--- config.mk ---
export PLATFORM = sky130hd
export DESIGN_NAME = complete_route_ctrl
export DESIGN_NICKNAME = d
export VERILOG_FILES = /design/src/rtl/crossbar_pkg.sv /design/src/rtl/route_edge_decode.sv /design/src/rtl/complete_route_ctrl.sv
export SDC_FILE = /design/constraint.sdc
export NUM_CORES = 1
export LEC_CHECK = 0
export ABC_AREA = 1
export BUFFER_PORTS_ARGS = -buffer_cell sky130_fd_sc_hd__buf_2
export CAP_MARGIN = 5
export CORE_MARGIN = 2
export CORE_UTILIZATION = 35
export DETAILED_ROUTE_END_ITERATION = 12
export SLEW_MARGIN = 20
export SYNTH_ARGS = -nofsm -noshare
export SYNTH_HDL_FRONTEND = slang
export SYNTH_HIERARCHICAL = 1
export SYNTH_SLANG_ARGS = --single-unit
--- constraint.sdc ---
create_clock -name clk -period 6.9 [get_ports clk]
set_input_delay 1.035 -clock clk [delete_from_list [all_inputs] [get_ports clk]]
set_output_delay 1.035 -clock clk [all_outputs]
set_load 0.01 [all_outputs]
--- src/rtl/crossbar_pkg.sv ---
// rtl/crossbar_pkg.sv - shared types and edge numbering for the complete-graph fluidic crossbar
package crossbar_pkg;

  typedef enum logic [1:0] {
    ST_OK        = 2'd0,
    ST_BAD_ROUTE = 2'd1,
    ST_ABORTED   = 2'd2
  } route_status_e;

  typedef enum logic [2:0] {
    IDLE  = 3'd0,
    OPEN  = 3'd1,
    FLOW  = 3'd2,
    CLOSE = 3'd3,
    RESP  = 3'd4
  } route_state_e;

  function automatic int unsigned edge_count(input int unsigned n);
    return n * (n - 1) / 2;
  endfunction

  // Edges are numbered row-major over the upper triangle: (0,1),(0,2)..(0,n-1),(1,2)..
  function automatic int unsigned edge_index(input int unsigned a, input int unsigned b,
                                             input int unsigned n);
    return a * n - a * (a + 1) / 2 + (b - a - 1);
  endfunction

endpackage

--- src/rtl/route_edge_decode.sv ---
// rtl/route_edge_decode.sv - maps an unordered port pair to its crossbar edge index
module route_edge_decode
  import crossbar_pkg::*;
#(
  parameter int N  = 32,
  parameter int PW = 5,
  parameter int IW = 9
) (
  input  logic [PW-1:0] src,
  input  logic [PW-1:0] dst,
  output logic          bad,
  output logic [IW-1:0] idx
);

  localparam int unsigned N_U = N;

  logic [PW-1:0] lo;
  logic [PW-1:0] hi;

  always_comb begin
    lo  = (src < dst) ? src : dst;
    hi  = (src < dst) ? dst : src;
    bad = (src == dst) || (32'(src) >= N_U) || (32'(dst) >= N_U);
    // Bad pairs would underflow the index formula, so they report edge 0.
    idx = bad ? '0 : IW'(edge_index(32'(lo), 32'(hi), N_U));
  end

endmodule

--- src/rtl/complete_route_ctrl.sv ---
// rtl/complete_route_ctrl.sv - one-at-a-time route sequencer driving the crossbar valve plane
module complete_route_ctrl
  import crossbar_pkg::*;
#(
  parameter int N      = 32,
  parameter int PW     = 5,
  parameter int DW     = 16,
  parameter int SETTLE = 4
) (
  input  logic                   clk,
  input  logic                   rst_n,
  input  logic                   req_valid,
  output logic                   req_ready,
  input  logic [PW-1:0]          req_src,
  input  logic [PW-1:0]          req_dst,
  input  logic [DW-1:0]          req_dur,
  input  logic                   abort,
  output logic [N*(N-1)/2-1:0]   valve_en,
  output logic                   busy,
  output logic                   rsp_valid,
  input  logic                   rsp_ready,
  output logic [1:0]             rsp_status
);

  localparam int E  = N * (N - 1) / 2;
  localparam int IW = (E > 1) ? $clog2(E) : 1;
  localparam int SW = $clog2(SETTLE + 1);
  localparam int CW = (DW > SW) ? DW : SW;
  localparam logic [CW-1:0] SETTLE_LD = CW'(SETTLE - 1);

  route_state_e  state;
  route_state_e  next_state;
  route_status_e status_q;
  logic [CW-1:0] cnt;
  logic [DW-1:0] dur_q;
  logic          out_of_reset;
  logic          accept;
  logic          cnt_zero;
  logic          dec_bad;
  logic [IW-1:0] dec_idx;
  logic [E-1:0]  onehot;

  route_edge_decode #(
    .N  (N),
    .PW (PW),
    .IW (IW)
  ) u_decode (
    .src (req_src),
    .dst (req_dst),
    .bad (dec_bad),
    .idx (dec_idx)
  );

  assign onehot     = {{(E-1){1'b0}}, 1'b1} << dec_idx;
  assign req_ready  = out_of_reset && (state == IDLE);
  assign accept     = req_valid && req_ready;
  assign busy       = (state != IDLE);
  assign cnt_zero   = (cnt == '0);
  assign rsp_status = status_q;

  always_ff @(posedge clk or negedge rst_n) begin
    if (!rst_n) begin
      state        <= IDLE;
      out_of_reset <= 1'b0;
    end else begin
      state        <= next_state;
      out_of_reset <= 1'b1;
    end
  end

  always_comb begin
    next_state = state;
    case (state)
      IDLE: begin
        if (accept) next_state = dec_bad ? RESP : OPEN;
      end
      OPEN: begin
        if (abort)         next_state = CLOSE;
        else if (cnt_zero) next_state = (dur_q == '0) ? CLOSE : FLOW;
      end
      FLOW: begin
        if (abort || cnt_zero) next_state = CLOSE;
      end
      CLOSE: begin
        if (cnt_zero) next_state = RESP;
      end
      RESP: begin
        if (rsp_valid && rsp_ready) next_state = IDLE;
      end
      default: next_state = IDLE;
    endcase
  end

  // One counter serves all timed phases; it is reloaded on every phase change.
  always_ff @(posedge clk or negedge rst_n) begin
    if (!rst_n) begin
      cnt   <= '0;
      dur_q <= '0;
    end else begin
      if (accept) dur_q <= req_dur;
      case (state)
        IDLE: begin
          if (accept) cnt <= SETTLE_LD;
        end
        OPEN: begin
          if (next_state == FLOW)       cnt <= CW'(dur_q) - CW'(1);
          else if (next_state == CLOSE) cnt <= SETTLE_LD;
          else                          cnt <= cnt - CW'(1);
        end
        FLOW: begin
          if (next_state == CLOSE) cnt <= SETTLE_LD;
          else                     cnt <= cnt - CW'(1);
        end
        CLOSE: begin
          if (!cnt_zero) cnt <= cnt - CW'(1);
        end
        default: cnt <= cnt;
      endcase
    end
  end

  // The valve is open exactly while the route sits in OPEN or FLOW.
  always_ff @(posedge clk or negedge rst_n) begin
    if (!rst_n) begin
      valve_en <= '0;
    end else if (accept && !dec_bad) begin
      valve_en <= onehot;
    end else if (next_state != OPEN && next_state != FLOW) begin
      valve_en <= '0;
    end
  end

  always_ff @(posedge clk or negedge rst_n) begin
    if (!rst_n) begin
      status_q <= ST_OK;
    end else if (accept) begin
      status_q <= dec_bad ? ST_BAD_ROUTE : ST_OK;
    end else if ((state == OPEN || state == FLOW) && abort) begin
      status_q <= ST_ABORTED;
    end
  end

  // A rejected route spends its first RESP cycle settling status before presenting it.
  always_ff @(posedge clk or negedge rst_n) begin
    if (!rst_n) begin
      rsp_valid <= 1'b0;
    end else if (state == RESP && rsp_valid && rsp_ready) begin
      rsp_valid <= 1'b0;
    end else if (next_state == RESP && state != IDLE) begin
      rsp_valid <= 1'b1;
    end
  end

endmodule

==> metrics.txt <==
number of global-route vias before repair 23400; crit end category flop; final hold violation count 0; Distinct cells, synth 42; TritonCTS clock tree done; post-synthesis sequential area ratio 0.535; Final Setup Violations 0; WP data required 7460 ps; max_cap viols 0; remaining antenna violation count 0; slowest CP cell fa_1; Clock Pin Slew Worst Setup and Hold Paths 60 ps; Placer Congestion 0.906; # rows 98; Min-Delay Path Class in -> async; Synth area leaders dfrtp_1, nand3_1, o21ai_0, nand2_1, o21ai_1; Die Wd 271 µm; grt ovf 0; GRT Overall Usage 0.254; via count roughly 24000; IO Pins 532; IO Port Bufs 531; Synth Flop Type dfrtp_1; Area growth syn-to-layout 34.6%; largest net degree at the start of global routing 175; Die Y 271 µm; minimum clock period just under 7000 ps; vias per cell 5.36; fill count between 6000 and 7000; highest fanout seen on the critical path 10; nets@finish 3626; Finished Cell Area 33700 µm²; global-route wire length before repair 146 mm; status finished clean; commonest cells in the netlist nand3_1, dfrtp_1, nand2_1; Cell Area, Synth 25000 µm²; period utilization 0.987; dpl hpwl 69.1 mm; Starting Density 0.352; DR iter-0 viols 2184; dpl cell area 30700 µm²; max_slew headroom 0.265; clk root buf clkbuf_16; syn_area_per_cell 8.68 µm²; adder-cell area share of the yosys netlist 0.0337; RSZ-0062 raised after global routing yes; compound-gate portion of the synthesized area 0.112; share of layout cells above drive strength 1 0.315; CTS Buffer Depth 3; WS Path Type in -> reg; pins over their slew limit 0; cts bufs inserted 57; most common cell in the netlist nand3_1; DRC errors left 0; Yosys top cell by area dfrtp_1; Pre-antenna DRT Iters 5; Post-synth EDFFs 0; routed wire length 98.2 mm; antenna violations before repair 0; Slew @ Worst Pin 1100 ps; simple-gate share of the synthesized area 0.245; die area 73700 µm²; mux cell area share after synthesis 0; fmax 147 MHz; worst path arrival time between 7000 and 8000 ps; startpoint types primary input; xor/xnor share of the synthesized area 0.0129; Yosys reg bits about 540; core area 71100 µm²; drt wl/cell ~22 µm; final core occ 0.474; Largest stage delay, worst path 520 ps; largest family of logic cells by synthesized area simple AND/OR/NAND/NOR gates; Sink Count ~540; Synthesized Nets a little under 3000; ant diodes 0; yosys warns 6; clk_skew 33.1 ps; Yosys top cell area share 0.535; Cells after Synth about 2900; Synth async-reset ratio 1.00; Worst-Skew Late Latency 650 ps; H-tree lvl count 2
## sequential cells by signal, summed over array words and instances, names as in the netlist
| register | cells |
|---|---|
| valve_en | 496 |
| cnt | 16 |
| dur_q | 16 |
| state | 3 |
| rsp_status | 2 |
| out_of_reset | 1 |
| rsp_valid | 1 |
## layer usage
metal | share of wire | GRT usage
met1 | 0.44 | 0.353
met5 | 0 | 0
met4 | 0.045 | 0.105
met3 | 0.074 | 0.0532
met2 | 0.45 | 0.388
## stage by stage
step                      cells  setup TNS [ps]  setup slack [ps]  hold WS [ps]
final                      4531               0              92.7           436
after global routing       4531          -63080              -187           474
after CTS                  4511           -10.3             -3.81           439
after detailed placement   4402         -322490              -788           494
after global placement     4402         -259660              -577           486
after floorplan            2886          -71290              -217           472
## layout by cell type, fill, tap and decap left out, types with 6 or more instances in the layout
cell type,count
nand3_1,557
dfrtp_1,535
buf_2,524
nand2_1,451
o21ai_1,325
buf_4,231
nor2_1,171
inv_1,108
o21ai_2,108
o21ai_0,95
clkbuf_16,65
nand4_1,59
buf_12,44
nor3_1,35
ha_1,33
xor2_1,31
nand2_2,16
fa_1,14
nand2_4,13
a21oi_1,12
ha_4,12
clkinv_2,10
clkbuf_8,10
inv_2,8
buf_6,8
bufinv_16,7
clkbuf_1,7
nor2_4,6
nand3_2,6
xnor2_1,6
buf_8,6
## area by class of cell
type / instances / area (µm²) / share of cell area
Clock buffer: 75 / 1620 / 0.0479
Inverter: 124 / 495 / 0.0147
Tap cell: 950 / 1190 / 0.0353
Multi-Input combinational cell: 1993 / 10900 / 0.323
Sequential cell: 535 / 13400 / 0.397
Clock inverter: 29 / 402 / 0.0119
Timing Repair Buffer: 825 / 5730 / 0.170
## critical path: cells and delay by family
kind	cells	cell delay, ps
XOR/XNOR	2	380
AND/OR/NAND/NOR	12	1230
AO/OA/AOI/OAI	5	660
buffers and inverters	12	980
adder cells (fa/ha/maj)	9	3000
## cell families (layout without fill, tap and decap cells)
kind of cell | count (synthesis) | after routing
XOR/XNOR | 37 | 37
AND/OR/NAND/NOR | 1340 | 1340
adder cells (fa/ha/maj) | 59 | 59
buffers and inverters | 358 | 1053
other | 1 | 1
AO/OA/AOI/OAI | 556 | 556
flip-flops | 535 | 535
## timing repair
| item | 4_1_cts | 5_1_grt |
|---|---|---|
| pin swaps | 3 | 51 |
| buffers inserted | 3 | 13 |
| hold buffers | 0 | 0 |
| cloned | 2 | 8 |
| endpoints found under the setup margin | 297 | 496 |
| resized for setup | 23 | 281 |
## final timing paths
kind                       slack (ps)  cells after the start     startpoint            end
setup / recovery                   90                     40     req_dst[3]  valve_en[201]
hold / removal                    440                      1          rst_n  valve_en[487]
setup reg to reg                 3050                     13         cnt[0]  valve_en[258]
hold reg to reg                   500                      2  valve_en[410]  valve_en[410]
max in group asynchronous        5020                      2          rst_n  valve_en[139]
min in group clk                  500                      2  valve_en[410]  valve_en[410]
Power is left out: the tool's default activity adds up to more than one toggle a clock period on the data nets, which glitch-free logic cannot reach.
